`config.mk`:
```
export PLATFORM = sky130hd
export DESIGN_NAME = e203_dtcm_icb_filler
export DESIGN_NICKNAME = d
export VERILOG_FILES = /design/src/rtl/e203_dtcm_icb_filler.sv
export SDC_FILE = /design/constraint.sdc
export NUM_CORES = 1
export LEC_CHECK = 0
export ABC_AREA = 1
export ABC_CLOCK_PERIOD_IN_PS = 3100
export BUFFER_PORTS_ARGS = -buffer_cell sky130_fd_sc_hd__buf_4
export CAP_MARGIN = 15
export CORE_MARGIN = 5
export CORE_UTILIZATION = 40
export DETAILED_ROUTE_END_ITERATION = 8
export GPL_ROUTABILITY_DRIVEN = 0
export HOLD_SLACK_MARGIN = 0.1
export SLEW_MARGIN = 20
export SYNTH_ARGS = -nofsm -noshare
export SYNTH_HDL_FRONTEND = slang
export SYNTH_SLANG_ARGS = --single-unit
```
`constraint.sdc`:
```
create_clock -name clk -period 3.1 [get_ports clk]
set_clock_uncertainty 0.2 [all_clocks]
set_input_delay 0.31 -clock clk [delete_from_list [all_inputs] [get_ports clk]]
set_output_delay 0.31 -clock clk [all_outputs]
set_load 0.05 [all_outputs]
```
`src/rtl/e203_dtcm_icb_filler.sv`:
```
// e203_dtcm_icb_filler: ICB initiator that fills a range of DTCM words with a
// fixed or incrementing pattern. When built with E203_DTCM_FILLER_VERIFY_EN it
// can also read the range back and count mismatches.
//
// Ports:
//   clk, rst                    clock, synchronous active-high reset
//   start, op                   request pulse (IDLE only); 0 = fill, 1 = read-verify
//   base_addr, word_cnt         first byte address (bits [1:0] ignored), word count
//   pattern, incr_en            first data word; word i = pattern + i when incr_en
//   busy, done, err             status: busy span, done pulse, sticky response error
//   mismatch_cnt                read-verify mismatch count (saturating)
//   icb_cmd_*                   ICB command channel (initiator side)
//   icb_rsp_*                   ICB response channel (initiator side)
//
// Optional feature macro: E203_DTCM_FILLER_VERIFY_EN (read-verify support).
module e203_dtcm_icb_filler #(
  parameter int unsigned AW       = 16,
  parameter int unsigned CNT_W    = 14,
  parameter int unsigned OUTS_NUM = 2
) (
  input  logic             clk,
  input  logic             rst,
  input  logic             start,
  input  logic             op,
  input  logic [AW-1:0]    base_addr,
  input  logic [CNT_W-1:0] word_cnt,
  input  logic [31:0]      pattern,
  input  logic             incr_en,
  output logic             busy,
  output logic             done,
  output logic             err,
  output logic [CNT_W-1:0] mismatch_cnt,
  output logic             icb_cmd_valid,
  input  logic             icb_cmd_ready,
  output logic [AW-1:0]    icb_cmd_addr,
  output logic             icb_cmd_read,
  output logic [31:0]      icb_cmd_wdata,
  output logic [3:0]       icb_cmd_wmask,
  input  logic             icb_rsp_valid,
  output logic             icb_rsp_ready,
  input  logic             icb_rsp_err,
  input  logic [31:0]      icb_rsp_rdata
);

  localparam int unsigned OW = $clog2(OUTS_NUM + 1);
  localparam logic [OW-1:0] OUTS_MAX = OW'(OUTS_NUM);

  typedef enum logic [1:0] {IDLE, ISSUE, DRAIN, DONE} state_t;

  state_t           state;
  logic [OW-1:0]    outs_cnt;
  logic [OW-1:0]    outs_nxt;
  logic [CNT_W-1:0] cnt_l;
  logic [CNT_W-1:0] cidx;
  logic             incr_l;
  logic             cmd_hs;
  logic             rsp_hs;
  logic             last_cmd;
  logic             rd_op;
  logic             unused_ok;

  // Responses are always accepted; one with nothing outstanding is dropped.
  assign icb_rsp_ready = 1'b1;
  assign cmd_hs   = icb_cmd_valid & icb_cmd_ready;
  assign rsp_hs   = icb_rsp_valid & icb_rsp_ready & (outs_cnt != '0);
  assign outs_nxt = outs_cnt + OW'(cmd_hs) - OW'(rsp_hs);
  assign last_cmd = (cidx == cnt_l - CNT_W'(1));

`ifdef E203_DTCM_FILLER_VERIFY_EN
  logic [31:0]      pattern_l;
  logic             op_l;
  logic [CNT_W-1:0] ridx;
  logic [31:0]      exp_data;

  assign rd_op     = op;
  assign exp_data  = pattern_l + (incr_l ? 32'(ridx) : 32'd0);
  assign unused_ok = ^base_addr[1:0];

  // Read-back compare; error responses carry no valid data and are skipped.
  always_ff @(posedge clk) begin
    if (rst) begin
      mismatch_cnt <= '0;
      ridx         <= '0;
      pattern_l    <= '0;
      op_l         <= 1'b0;
    end else if (state == IDLE && start) begin
      mismatch_cnt <= '0;
      ridx         <= '0;
      pattern_l    <= pattern;
      op_l         <= op;
    end else if (rsp_hs) begin
      ridx <= ridx + CNT_W'(1);
      if (op_l && !icb_rsp_err && (icb_rsp_rdata != exp_data) && (mismatch_cnt != '1))
        mismatch_cnt <= mismatch_cnt + CNT_W'(1);
    end
  end
`else
  assign rd_op        = 1'b0;
  assign mismatch_cnt = '0;
  assign unused_ok    = ^{op, icb_rsp_rdata, base_addr[1:0]};
`endif

  // Control FSM; command fields are registered and only advance on handshake,
  // so they stay stable while the target back-pressures.
  always_ff @(posedge clk) begin
    if (rst) begin
      state         <= IDLE;
      busy          <= 1'b0;
      done          <= 1'b0;
      err           <= 1'b0;
      icb_cmd_valid <= 1'b0;
      icb_cmd_addr  <= '0;
      icb_cmd_read  <= 1'b0;
      icb_cmd_wdata <= '0;
      icb_cmd_wmask <= '0;
      outs_cnt      <= '0;
      cnt_l         <= '0;
      cidx          <= '0;
      incr_l        <= 1'b0;
    end else begin
      outs_cnt <= outs_nxt;
      if (rsp_hs && icb_rsp_err) err <= 1'b1;
      case (state)
        IDLE: begin
          if (start) begin
            err  <= 1'b0;
            busy <= 1'b1;
            cidx <= '0;
            if (word_cnt != '0) begin
              state         <= ISSUE;
              cnt_l         <= word_cnt;
              incr_l        <= incr_en;
              icb_cmd_valid <= 1'b1;
              icb_cmd_addr  <= {base_addr[AW-1:2], 2'b00};
              icb_cmd_read  <= rd_op;
              icb_cmd_wdata <= rd_op ? 32'd0 : pattern;
              icb_cmd_wmask <= rd_op ? 4'h0 : 4'hF;
            end else begin
              state <= DONE;
              done  <= 1'b1;
            end
          end
        end
        ISSUE: begin
          if (cmd_hs) begin
            cidx         <= cidx + CNT_W'(1);
            icb_cmd_addr <= icb_cmd_addr + AW'(4);
            if (!icb_cmd_read && incr_l) icb_cmd_wdata <= icb_cmd_wdata + 32'd1;
          end
          if (cmd_hs && last_cmd) begin
            state         <= DRAIN;
            icb_cmd_valid <= 1'b0;
          end else begin
            icb_cmd_valid <= (outs_nxt < OUTS_MAX);
          end
        end
        DRAIN: begin
          // Look at the post-update count so done follows the last response directly.
          if (outs_nxt == '0) begin
            state <= DONE;
            done  <= 1'b1;
          end
        end
        DONE: begin
          state <= IDLE;
          done  <= 1'b0;
          busy  <= 1'b0;
        end
        default: state <= IDLE;
      endcase
    end
  end

endmodule
```
==> out/metrics.yaml <==
multi_input_area_sq_um: 3350
vias: 5947
worstPathMaxFanout: 17
p_sw_w: 0.00369
synthTopCellsByArea: "dfxtp_1, nand2_1, nor2_1"
cts_buffers: 9
clk_latency_ns: 0.34
finalWirelength_mm: 16.4
setup_ws_ns: 0.620
overflow: 0
synth_cell_types: 46
grt_pass1_vias: 5498
dp_hpwl_mm: 12.2
clkPwrFrac_pct: 15.7
final_nets: 1131
drt_pass1_iterations: 5
critPathRequiredTime_ns: 3.12
synth_largest_area_cell: "dfxtp_1"
antenna_found_initial: 0
max_clock_freq_mhz: 403
min_path_type: "input port to flop"
mostFrequentLayoutCells: "nand2_1, buf_4, nor2_1"
p_int_w: 0.00338
via_per_inst: 4.94
ctsRootBufferMaster: "clkbuf_16"
final_hold_viol_count: 0
route.detailed.drc: 0
pin_count: 174
mostFrequentLayoutCell: "nand2_1"
combPwrFrac_pct: 57.3
synth_seq_cells: 84
worstMarginPinSlew_ns: 0.789
die_width_um: 129
post_cts_buffers: 0
wire_per_inst_um: 13.6
port_buffers: 120
synth_top_area_share_pct: 29.8
antennaDiodeCount: 0
syn_area_per_cell_sq_um: 6.36
path_class: "input port to flop"
maxCapViolations: 0
ctsHoldBuffers: 29
setup_viol: 0
initial_core_util_pct: 40.8
drive_gt1_share_pct: 17.5
finalPower_w: 0.00707
cts_resized: 0
cts.clk_slew.worst_paths_ns: 0.06
switching_share_pct: 52.2
fin_crit_sh_pct: 80.0
seqPwrFrac_pct: 27.0
cts_tree: "yes"
design.core.area_sq_um: 13800
h-tree-depth: 3
dieHeight_um: 129
grt_max_degree: 47
syn_area_sq_um: 5640
rows: 43
irDropWorstVdd_mv: 0.568
syn2layout_area_growth_pct: 27.1
yosys_warnings: 0
cts_num_sinks: 84
status: "finished clean"
rsz0062_at_grt: "false"
layout_min_cycle_time_ns: 2.48
p_leak_nw: 3.08
fillers: 1430
grt_pass1_wl_mm: 26.6
synth-seq-area-share_pct: 29.8
final-seq-area_sq_um: 1680
worst_setup_path_end_kind: "flop"
worst_setup_path_start_kind: "input port"
clock_path_buffers: 2
die_area_sq_um: 16600
postRouteAntennaNets: 0
slew_headroom_pct: 47.1
worst_ep_arrival_time_ns: 2.50
netlist_instances: 886
final-max-slew-violation-count: 0
dpl_worst_slack_ns: 0.621
grt_use_total_pct: 19.6
drtIter0Drc: 300
finalSetupTns_ns: 0
power.density_nw_per_um2: 987
[path summary, 6_finish.rpt]
path                                        startpoint                            to  slack, ns  depth (start not counted)
worst min register to register  cnt_l[12]$_SDFFE_PP0P_        cnt_l[12]$_SDFFE_PP0P_       0.28                          2
worst min-delay path                       word_cnt[1]         cnt_l[1]$_SDFFE_PP0P_       0.10                          3
worst max register to register  outs_cnt[1]$_SDFF_PP0_             done$_SDFFE_PP0P_       0.67                         11
worst max-delay path                       word_cnt[6]  icb_cmd_addr[6]$_SDFFE_PP0P_       0.62                          9
[metal layers]
metal / up-vias / wire, um / part of all wire [%] / track usage, %
li1: 3093 / - / - / -
met1: 2706 / 8130 / 50 / 28.1
met3: 15 / 751 / 4.6 / 3.40
met4: 0 / 219 / 1.3 / 5.62
met2: 133 / 7260 / 44 / 30.3
met5: - / 0 / 0 / 0
[cell usage after synthesis, drive strengths merged]
master	count
nand4	14
nor3b	3
and3	1
buf	35
dfxtp	84
a21oi	76
xnor2	6
a211oi	6
nor2	117
or2	8
o211ai	10
nor4	6
clkbuf	16
nand3b	4
o21a	4
ha	11
a31oi	5
o21ai	60
conb	2
inv	95
o21bai	2
clkinv	2
nand2	221
nor3	28
xor2	23
nand3	46
a31o	1
[critical path: stages]
cell	delay, ns
dlygate4sd3_1	0.55
buf_4	0.14
or2_1	0.25
nor4_4	0.34
nand3_2	0.17
nand2_2	0.32
inv_2	0.18
o21ai_0	0.18
a31oi_1	0.06
[state kept, by name, indices dropped and copies added, names as in the netlist]
name	cells
icb_cmd_wdata	32
cidx	14
cnt_l	14
icb_cmd_addr	14
outs_cnt	2
state	2
busy	1
done	1
err	1
icb_cmd_valid	1
icb_cmd_wmask	1
incr_l	1
[per-stage QoR]
| stage | cell area [sq um] | utilization (%) | hold slack, ns | cells |
|---|---|---|---|---|
| after global routing | 7170 | 51.8 | 0.122 | 1203 |
| after global placement | 6570 | 47.5 | 0.241 | 1158 |
| after floorplan | 5700 | - | 0.220 | 902 |
| after detailed placement | 6570 | 47.5 | 0.250 | 1158 |
| final | 7170 | 51.8 | 0.102 | 1203 |
| after CTS | 7170 | 51.8 | 0.101 | 1203 |
[power by group through the flow]
stage	Sequential (W)	Clock, W	Combinational [W]
after floorplan	0.00274	0	0.00221
after global placement	0.00193	0	0.00401
after detailed placement	0.00192	0	0.00404
after CTS	0.00190	0.00114	0.00408
after global routing	0.00196	0.00118	0.00450
final	0.00191	0.00111	0.00405
[cell families after synthesis]
kind of cell	after synthesis	share of synthesized area, %
buf+inv	148	11.9
fa+ha+maj	11	2.44
flops	84	29.8
compound gates	164	15.8
other cells	2	0.133
xor+xnor	29	4.51
simple gates	448	35.4
[cell type report]
type / count / share of cell area (%)
Multi-Input combinational cell: 670 / 46.7
Tap cell: 180 / 3.14
Clock buffer: 12 / 3.58
Timing Repair Buffer: 156 / 17.4
Inverter: 97 / 5.10
Sequential cell: 84 / 23.5
Clock inverter: 4 / 0.663
Power figures use the tool's default switching activity.
